--- config.mk ---
export PLATFORM = sky130hd
export DESIGN_NAME = trap_ctrl
export DESIGN_NICKNAME = d
export VERILOG_FILES = /design/src/rtl/trap_ctrl.sv
export SDC_FILE = /design/constraint.sdc
export NUM_CORES = 1
export LEC_CHECK = 0
export CORE_AREA = 2 2 151 153
export CTS_CLUSTER_SIZE = 28
export DETAILED_ROUTE_END_ITERATION = 12
export DIE_AREA = 0 0 153 155
export PLACE_DENSITY = 0.79
export SLEW_MARGIN = 25
export SYNTH_ARGS = -nofsm -noshare
export SYNTH_HDL_FRONTEND = slang
export SYNTH_SLANG_ARGS = --single-unit
--- constraint.sdc ---
create_clock -name clk -period 2.2 [get_ports clk]
set_input_delay 0.22 -clock clk [delete_from_list [all_inputs] [get_ports clk]]
set_output_delay 0.22 -clock clk [all_outputs]
set_load 0.005 [all_outputs]
--- src/rtl/trap_ctrl.sv ---
// Trap/return controller: captures exceptions, redirects to mtvec or mepc, drains the pipe.
// Optional TRAP_MTVAL_EN implements the mtval register; without it mtval reads as 0.
module trap_ctrl #(
  parameter int N     = 64,
  parameter int DRAIN = 3
) (
  input  logic         clk,
  input  logic         reset,
  input  logic [6:0]   exceptSignal_E,
  input  logic         valid_E,
  input  logic [N-1:0] PC_E,
  input  logic [N-1:0] DM_addr_E,
  input  logic         mret_E,
  input  logic         csr_we,
  input  logic [1:0]   csr_addr,
  input  logic [N-1:0] csr_wdata,
  output logic [N-1:0] csr_rdata,
  output logic         flush,
  output logic         redirect_valid,
  output logic [N-1:0] redirect_PC,
  output logic         busy
);

  typedef enum logic [1:0] {
    S_IDLE,
    S_TRAP,
    S_RET,
    S_DRAIN
  } state_t;

  localparam logic [3:0]   DRAIN_LD = 4'(DRAIN - 1);
  localparam logic [N-1:0] ALIGN    = ~N'(3);

  state_t       state, state_n;
  logic [3:0]   cnt, cnt_n;
  logic [N-1:0] mtvec, mepc, mcause;
  logic         take_exc, take_ret, cap;
  logic [3:0]   code;

  assign take_exc = valid_E && (exceptSignal_E != 7'd0);
  assign take_ret = valid_E && mret_E && (exceptSignal_E == 7'd0);
  assign cap      = (state == S_IDLE) && take_exc;

  // Fixed priority: bkpt > st misalign > ld misalign > st pf > ld pf > st af > ld af
  always_comb begin
    code = 4'd0;
    if (exceptSignal_E[6])      code = 4'd3;
    else if (exceptSignal_E[2]) code = 4'd6;
    else if (exceptSignal_E[0]) code = 4'd4;
    else if (exceptSignal_E[5]) code = 4'd15;
    else if (exceptSignal_E[4]) code = 4'd13;
    else if (exceptSignal_E[3]) code = 4'd7;
    else if (exceptSignal_E[1]) code = 4'd5;
  end

  always_comb begin
    state_n        = state;
    cnt_n          = cnt;
    flush          = 1'b0;
    redirect_valid = 1'b0;
    redirect_PC    = '0;
    busy           = 1'b1;
    unique case (state)
      S_IDLE: begin
        busy = 1'b0;
        if (take_exc)      state_n = S_TRAP;
        else if (take_ret) state_n = S_RET;
      end
      S_TRAP: begin
        flush          = 1'b1;
        redirect_valid = 1'b1;
        redirect_PC    = mtvec & ALIGN;
        state_n        = S_DRAIN;
        cnt_n          = DRAIN_LD;
      end
      S_RET: begin
        flush          = 1'b1;
        redirect_valid = 1'b1;
        redirect_PC    = mepc;
        state_n        = S_DRAIN;
        cnt_n          = DRAIN_LD;
      end
      S_DRAIN: begin
        flush = 1'b1;
        if (cnt == 4'd0) state_n = S_IDLE;
        else             cnt_n   = cnt - 4'd1;
      end
      default: state_n = S_IDLE;
    endcase
  end

  always_ff @(posedge clk) begin
    if (!reset) begin
      state  <= S_IDLE;
      cnt    <= '0;
      mtvec  <= '0;
      mepc   <= '0;
      mcause <= '0;
    end else begin
      state <= state_n;
      cnt   <= cnt_n;
      if (csr_we && csr_addr == 2'd0) mtvec <= csr_wdata;
      if (cap) begin
        mepc   <= PC_E & ALIGN;
        mcause <= N'(code);
      end else if (csr_we) begin
        if (csr_addr == 2'd1) mepc   <= csr_wdata & ALIGN;
        if (csr_addr == 2'd2) mcause <= csr_wdata;
      end
    end
  end

`ifdef TRAP_MTVAL_EN
  logic [N-1:0] mtval;

  always_ff @(posedge clk) begin
    if (!reset) begin
      mtval <= '0;
    end else if (cap) begin
      mtval <= exceptSignal_E[6] ? PC_E : DM_addr_E;
    end else if (csr_we && csr_addr == 2'd3) begin
      mtval <= csr_wdata;
    end
  end
`else
  logic [N-1:0] mtval;
  logic         unused_dm;
  assign mtval     = '0;
  assign unused_dm = ^DM_addr_E;
`endif

  always_comb begin
    csr_rdata = '0;
    unique case (csr_addr)
      2'd0:    csr_rdata = mtvec;
      2'd1:    csr_rdata = mepc;
      2'd2:    csr_rdata = mcause;
      2'd3:    csr_rdata = mtval;
      default: csr_rdata = '0;
    endcase
  end

endmodule

==> flow_summary.toml <==
[status]
status = "finished clean"

[synthesis]
yosysWarnings = 0
async_reset_ff_share_pct = 0
synth-seq-cells = 196
syn_inst = 1258
avgSynthCellArea_sq_um = 8.110
yosysSeqAreaShare_pct = 38.46
synth_edf_count = 0
synth_cell_types = 40
synth_ff_type = "dfxtp_1"
synth_area_sq_mm = 0.01020
synth_top_area_cell = "dfxtp_1"
synth_top_cell_area_share_pct = 38.46
synth_area_leaders = "dfxtp_1 38%, nand2_1 14%, mux2i_1 13%"

[setup_path]
reg2reg_from = "state[0]"
cp_slowest_stage_delay_ns = 0.36
r2r-end = "state[1]"
worstSetupStartpointType = "flop"
worst-endpoint-required_ns = 1.98
crit_type = "flop to output pin"
reg2reg_depth = 7
crit_chain = "buf_4, ha_4, buf_4, buf_12, a22oi_1, nor2b_4, dlygate4sd2_1"
cp_max_fo = 14
reg2reg_slack_ns = 0.44
crit_top_cell = "buf_4"
critPathSlowestCell = "dfxtp_4"
crit_family = "buffers and inverters"
endpoint_kind = "output pin"
critPathBufInv = 4
cp.arrival_ns = 1.96

[sta]
tightest_slew_ns = 0.5668
maxSlewHeadroom_pct = 62.21
max_freq_mhz = 457.7
setup_violations = 0
finalWorstPathRequiredPeriod_ns = 2.185
fin_crit_sh_pct = 99.31
setup_tns_ns = 0
rsz0062_at_grt = "yes"
finClkSkew_ns = 0.009641
final_hold_viol_count = 0
slew_violations = 0
fin_hold_ws_ns = 0.2507

[hold_path]
hold_depth = 2
min_to = "mepc[36]"
hold_class = "input port to flop"
hold_start = "reset"

[detailed_routing]
drcViolationCount = 0
vias = 10140
viasPerCell = 5.638
wl_per_cell_um = 19.13
ant_nets = 0
highest_layer = "met4"
dr.pass1.iters = 5
wl_um = 34420
wl_met3_um = 2584
drt_iter0_drc = 647
met1_length_um = 14030
wl_met2_um = 16840

[clock_network]
clockRootBuffer = "clkbuf_16"
cts_sinks = 196
insertion_delay_ns = 0.42
cts_tree = "done"
clk_pin_slew_ns = 0.08
htree_levels = 4
cts_buffers = 17
clockBufferDepth = 2
hold_buffers = 0

[finish]
drive_above_1_share_pct = 9.908
antenna_cells = 0
finalNetCount = 1713
stdcell_area_sq_mm = 0.01443
mostFrequentLayoutCell = "nand2_1"
instances_no_fill = 1799
area_growth_pct = 41.39
layout_common_cells = "381 x nand2_1, 203 x clkdlybuf4s50_1, 194 x dfxtp_1"

[die]
coreArea_sq_mm = 0.02223
die_w_um = 153
initial_core_util_pct = 45.90
num_rows = 55
dieArea_sq_mm = 0.02372
die_h_um = 155
pin_count = 337

[global_route]
antenna_found_initial = 0
grt_pass1_wl_um = 52500
grt_max_degree = 59
grt.overflow.total = 0
grt_util_all_layers_pct = 27.55
grt_pass1_vias = 9767

[placement]
gp_congestion = 0.8535
placedCellCount = 1744
place_hpwl_um = 21200
io_buffers = 268
place_area_sq_mm = 0.01338

[power]
clkPwrFrac_pct = 23.8
power.switching_mw = 4.448
vdd_drop_max_mv = 0.5904
internal_power_mw = 8.298
power_leakage_nw = 6.519
swShare_pct = 34.90
pwr-share-comb_pct = 42.0
p_per_area_mw_per_mm2 = 883.6
seqPwrFrac_pct = 34.2

[job]
maxCapViolCount = 0
==> stage by stage <==
stage               power, mW  utilization (%)  setup WS [ns]
floorplan               6.819                -         0.5550
global placement        8.656            60.17       -0.04155
detailed placement      8.761            60.17       -0.07427
CTS                     12.41            63.87        -0.1600
global route            13.32            64.90       -0.05515
finish                  12.75            64.90        0.01516
==> registers in the layout (all words and copies together), names as in the netlist <==
signal and cells:
mcause 64, state 2, cnt 4, mtvec 64
mepc 62
==> synth_stat cells (all sizes together), types with 2 or more instances <==
cell and instances:
o22ai 2, a22oi 62, nand3b 4, and2 3, buf 37, o21ai 67, a21boi 64, dfxtp 196
clkbuf 79, nor2 9, a21oi 64, ha 6, nand2 382, mux2i 130, inv 8, nor2b 63
o211a 64
==> per-layer routing <==
metal | vias to the layer above | global-route usage (%)
li1 | 4804 | -
met1 | 4800 | 34.46
met2 | 467 | 48.30
met3 | 72 | 4.485
met4 | 0 | 9.568
met5 | - | 0
==> kinds of logic (layout without fill, tap and decap cells) <==
logic type               count (synthesis)  count (layout)  synth area share [%]
AO/OA/AOI/OAI                          331             331                 22.93
flip-flops                             196             196                 38.46
adder cells (fa/ha/maj)                  6               6                0.7358
buffers and inverters                  124             379                 5.605
multiplexers                           130             130                 12.75
other                                    1               2               0.03676
XOR/XNOR                                 1               1               0.08586
AND/OR/NAND/NOR                        469             469                 19.39
==> worst max path at each step <==
| stage | from | endpoint | slack, ns | cells past startpoint |
|---|---|---|---|---|
| finish | state[0] | redirect_PC[32] | 0.02 | 7 |
| global route | state[0] | redirect_PC[25] | -0.06 | 7 |
| CTS | state[0] | redirect_PC[3] | -0.16 | 6 |
| detailed placement | exceptSignal_E[3] | mepc[39] | -0.07 | 7 |
| global placement | exceptSignal_E[3] | mepc[50] | -0.04 | 7 |
| floorplan | exceptSignal_E[3] | mepc[56] | 0.56 | 6 |
==> power groups by stage <==
stage	registers, mW	clock network [mW]	logic [mW]
floorplan	4.32	0	2.50
global placement	4.36	0	4.29
detailed placement	4.40	0	4.37
CTS	4.34	3.07	5.00
global route	4.42	3.22	5.68
finish	4.36	3.03	5.36
==> area by class of cell <==
class | instances | area (sq um)
clock inverters | 15 | 148.9
clock buffers | 17 | 425.4
flip-flops and latches | 196 | 3931
fillers | 1878 | 7802
well taps | 285 | 356.6
repair buffers | 339 | 3633
multi-input cells | 939 | 5894
inverters | 8 | 35.03
==> timing repair <==
action | in CTS | in global routing
pin swaps | 2 | 5
endpoints found under the setup margin | 63 | 24
gates cloned | 5 | 1
buffers inserted | 3 | 15
endpoints found under the hold margin | 0 | 0
gates resized for setup | 73 | 40
Power figures use the tool's default switching activity.
